<file path="src/rtl/inst_fetch_unit.sv">
// Instruction fetch unit: owns the fetch PC, reads the word-addressed instruction
// memory and buffers returned words in an in-order queue drained by decode.
module inst_fetch_unit #(
    parameter logic [31:0] RESET_PC   = 32'h0000_0000,
    parameter int          FIFO_DEPTH = 4,
    parameter int          IMEM_WORDS = 64
) (
    input  logic                          clk,
    input  logic                          rst,
    output logic [31:0]                   imem_pc,
    input  logic [31:0]                   imem_instruction,
    input  logic                          redirect_valid,
    input  logic [31:0]                   redirect_pc,
    output logic                          out_valid,
    input  logic                          out_ready,
    output logic [31:0]                   out_instruction,
    output logic [31:0]                   out_pc,
    output logic [$clog2(FIFO_DEPTH):0]   out_count,
    output logic                          fetch_fault
);

    localparam int PW = $clog2(FIFO_DEPTH);
    localparam int CW = PW + 1;
    localparam logic [CW-1:0] DEPTH_C = CW'(FIFO_DEPTH);

    logic [31:0]   r_fetch_pc;
    logic          r_fault;
    logic [PW-1:0] r_wr_ptr;
    logic [PW-1:0] r_rd_ptr;
    logic [CW-1:0] r_count;
    logic [31:0]   r_q_pc  [FIFO_DEPTH];
    logic [31:0]   r_q_ins [FIFO_DEPTH];

    logic w_aligned;
    logic w_in_range;
    logic w_fetch_ok;
    logic w_valid;
    logic w_pop;
    logic w_push;

    assign w_aligned  = (r_fetch_pc[1:0] == 2'b00);
    assign w_in_range = ({2'b00, r_fetch_pc[31:2]} < 32'(IMEM_WORDS));
    assign w_fetch_ok = !r_fault && w_aligned && w_in_range;
    assign w_valid    = (r_count != '0);

    // Handshake: a head entry transfers on a cycle where out_valid and out_ready
    // are both high; a redirect in that cycle discards the head instead.
    assign w_pop  = w_valid && out_ready && !redirect_valid;
    assign w_push = w_fetch_ok && !redirect_valid && ((r_count < DEPTH_C) || w_pop);

    assign imem_pc         = r_fetch_pc;
    assign out_valid       = w_valid;
    assign out_pc          = w_valid ? r_q_pc[r_rd_ptr]  : 32'h0;
    assign out_instruction = w_valid ? r_q_ins[r_rd_ptr] : 32'h0;
    assign out_count       = r_count;
    assign fetch_fault     = r_fault;

    always_ff @(posedge clk) begin
        if (rst) begin
            r_fetch_pc <= RESET_PC;
            r_fault    <= 1'b0;
            r_wr_ptr   <= '0;
            r_rd_ptr   <= '0;
            r_count    <= '0;
        end else if (redirect_valid) begin
            r_fetch_pc <= redirect_pc;
            r_fault    <= 1'b0;
            r_wr_ptr   <= '0;
            r_rd_ptr   <= '0;
            r_count    <= '0;
        end else begin
            if (w_push) begin
                r_wr_ptr   <= r_wr_ptr + 1'b1;
                r_fetch_pc <= r_fetch_pc + 32'd4;
            end
            if (w_pop) begin
                r_rd_ptr <= r_rd_ptr + 1'b1;
            end
            if (w_push && !w_pop) begin
                r_count <= r_count + 1'b1;
            end else if (w_pop && !w_push) begin
                r_count <= r_count - 1'b1;
            end
            // Sticky until redirect or reset; fetch_pc freezes via w_fetch_ok.
            if (!w_aligned || !w_in_range) begin
                r_fault <= 1'b1;
            end
        end
    end

    // Storage needs no reset: emptiness is tracked by r_count and masks the head view.
    always_ff @(posedge clk) begin
        if (!rst && w_push) begin
            r_q_pc[r_wr_ptr]  <= r_fetch_pc;
            r_q_ins[r_wr_ptr] <= imem_instruction;
        end
    end

endmodule

</file>
<file path="config.mk">
export PLATFORM = sky130hd
export DESIGN_NAME = inst_fetch_unit
export DESIGN_NICKNAME = d
export VERILOG_FILES = /design/src/rtl/inst_fetch_unit.sv
export SDC_FILE = /design/constraint.sdc
export NUM_CORES = 1
export LEC_CHECK = 0
export ABC_AREA = 1
export CAP_MARGIN = 0
export CORE_ASPECT_RATIO = 0.6
export CORE_UTILIZATION = 40
export CTS_CLUSTER_SIZE = 28
export DETAILED_ROUTE_END_ITERATION = 6
export DONT_BUFFER_PORTS = 1
export PLACE_DENSITY_LB_ADDON = 0.2
export SETUP_SLACK_MARGIN = 0.5
export SYNTH_ARGS = -nofsm -noshare
export SYNTH_HDL_FRONTEND = slang
export SYNTH_SLANG_ARGS = --single-unit
</file>
<file path="constraint.sdc">
create_clock -name clk -period 4.8 [get_ports clk]
set_clock_uncertainty 0.1 [all_clocks]
set_input_delay 1.2 -clock clk [delete_from_list [all_inputs] [get_ports clk]]
set_output_delay 1.2 -clock clk [all_outputs]
set_load 0.02 [all_outputs]
</file>
==> results.md <==
* CP delay by family, top: buffers and inverters
* Max Cap Viol at 0
* Register area share after synthesis at 72.5%
* CP endpoint: out_instruction[17]
* Cell depth of the worst setup path at 5
* TritonCTS clock tree: yes
* Core Util, Final at 45.2%
* Reg2reg start: imem_pc[0]
* Synth area leader: edfxtp_1
* DRT Pass-1 Iters at 4
* Clock sinks at just under 300
* Fin. max-slew vios at 0
* Storage element area at about 8500 um2
* Via density at 5.26
* # diodes at 0
* Setup Fix Bufs, Post-CTS at 0
* Share of layout cells above drive strength 1 at between 7 and 8%
* Overflow after GRT at 0
* # placed instances at between 1k and 1.5k
* Critical Path Source Type: flop
* Row cnt at 48
* Mapped Cells at 1009
* Die Area at 30100 um2
* Crit end category: primary output
* Port Buf Inserts at 0
* Clock transition at the registers of the reported paths at 0.07 ns
* Tcrit/Tclk final at between 80% and 90%
* Initial antenna violation count at 2
* Global-route usage over all layers at 19.1%
* Number of global-route vias before repair at 6815
* DR vias at around 7.3k
* Clock Latency Late Sink at 0.55 ns
* Critical Path AT at 2.76 ns
* R2r setup slk at 2.14 ns
* Fill count at 2640
* Post-synth ARST share at 0%
* Post-CTS Hold Buffers at 0
* Status: completed
* Min cycle time layout at 4.06 ns
* Die H at 135 um
* Minimum setup slack in the final design at roughly 0.74 ns
* WL per Instance at 20.8 um
* Synth Net Count at about 1.1k
* Drt total wl at 28.9 mm
* Horiz. Die Dim at 223 um
* Final instance count without filler cells at 1389
* Hold crit path type: reg -> reg
* Resized Gates After CTS at 0
* Total power at 5.05 mW
* R2R Path End: out_count[2]
* Number of buffers created by CTS at 29
* Root buffer cell: clkbuf_16
* Final hold slack at 0.413 ns
* Critical path fanouts, max at 39
* Drt first-iter violations at 527
* Starting Density at approximately 41%
* Crit path largest cell delay at 0.62 ns
* R2R cell count at 12
* Crit-path most repeated cell: buf_4
* Hpwl dp at 16.5 mm
* Avg Cell Area, Syn at 11.7 um2
* Post-synth EDFFs at 256
* Place WS at 1.27 ns
* Buf/Inv on CP at 3
* Most common cell after layout, fill and taps aside: nor2_1
* Endpoints failing setup at 0
* Pin count of the biggest net entering global routing at 66
* DR DRC count at 0
* Slew at the pin closest to its max-slew limit at 1.10 ns
* CTS max path bufs at 3
* Hold path startpoint: r_wr_ptr[1]
* Core area at 28800 um2
* Post-synth top flop: edfxtp_1
* Slowest CP cell: dfxtp_4
* Multi-input logic area at approximately 3000 um2
* Unrepaired setup endpoints after global routing: false
* Htree depth at 1
* Cell Chain, Critical Path: clkinv_2 > buf_4 > buf_4 > o21ai_0 > a21oi_1
* Power density over the cells at between 300 and 400 nW/um2
* Leakage at 4.41 nW
* Cell variety after synth at 29
* Post-Synthesis Cell Area at 11800 um2
* Critical setup path kind: reg -> out
* I/O pins at 169
* Final hold violations at 0
* Yosys top cell area share at 65.4%
* Global-route wire length before repair at ~43 mm
* Synth top area cells: edfxtp_1, nor2_1, dfxtp_1
* Slew HR at 26.8%
* Synth-to-Final Area Change at 10.9%
* VDD IR-drop max at 0.214 mV
* Synth Warn # at 0
* GPL Wtd Cong at 0.737
* Max Freq at roughly 250 MHz
* CP required at 3.50 ns
* Layout Nets at 1067
* Detail Route Antenna Nets at 0
* Seq cells post-synth at 298
* Commonest non-fill, non-tap cells in the layout: nor2_1, edfxtp_1, o21ai_0
## report_power, final
part | leakage [nW] | switching [mW] | internal (mW) | total [mW]
clock | 0.432 | 0.961 | 1.13 | 2.09
sequential | 2.70 | 0.0643 | 2.82 | 2.89
combinational | 1.28 | 0.0463 | 0.0237 | 0.0700
## stage by stage
stage	TNS (ns)	area, um2
after floorplan	-24.65	11800
after global placement	0	12200
after detailed placement	0	12200
after CTS	0	13000
after global routing	0	13000
final	0	13000
## sequential cells by signal (all words and copies together), names as in the netlist, named ones only
name	count
imem_pc	32
r_q_pc	128
r_rd_ptr	2
out_count	3
r_wr_ptr	2
r_q_ins	128
fetch_fault	1
## cells in the mapped netlist (all sizes together), types with 2 or more instances
| master | n |
|---|---|
| buf | 38 |
| edfxtp | 256 |
| nor3 | 2 |
| o21ai | 135 |
| nand2 | 58 |
| nand3 | 34 |
| xor2 | 3 |
| dfxtp | 42 |
| ha | 6 |
| nor3b | 7 |
| clkbuf | 24 |
| inv | 15 |
| a21oi | 100 |
| nor2 | 281 |
## per-layer routing
layer / part of all wire (%) / wire length [um] / up-vias / GRT usage (%)
li1: - / - / 3510 / -
met1: 51 / 14700 / 3556 / 30.0
met2: 42 / 12000 / 202 / 26.8
met3: 5.9 / 1720 / 37 / 4.40
met4: 1.7 / 480 / 0 / 3.81
met5: 0 / 0 / - / 0
## worst min-delay path, cell delays in order, from the launching register on
cell     delay (ns)
dfxtp_1        0.34
nand2_1        0.07
a21oi_1        0.06
## how the worst min path moves through the flow
stage / to / slack (ns) / cells after the start
final: r_wr_ptr[1] / 0.41 / 2
after global routing: r_wr_ptr[1] / 0.44 / 2
after CTS: r_wr_ptr[1] / 0.41 / 2
after detailed placement: r_wr_ptr[1] / 0.40 / 2
after global placement: r_wr_ptr[1] / 0.40 / 2
after floorplan: r_wr_ptr[1] / 0.38 / 2
## logic make-up (layout without fill, tap and decap cells)
| logic type | after synthesis | in the layout | synth area share [%] |
|---|---|---|---|
| DFF | 298 | 298 | 72.5 |
| AOI/OAI and AO/OA | 238 | 238 | 10.2 |
| buffers and inverters | 77 | 82 | 2.80 |
| and+or+nand+nor | 384 | 384 | 13.3 |
| xor gates and xnor gates | 4 | 4 | 0.298 |
| adders and majority gates | 7 | 7 | 0.808 |
| muxes | 1 | 1 | 0.0851 |
## cell type report
cell class | count | area share [%]
tap | 375 | 3.60
multi-input combinational | 634 | 22.5
inverter | 15 | 0.441
timing repair buffer | 14 | 1.38
clock buffer | 34 | 5.79
sequential | 298 | 65.5
clock inverter | 19 | 0.816
Note: power is estimated with default switching activity, not from simulation.
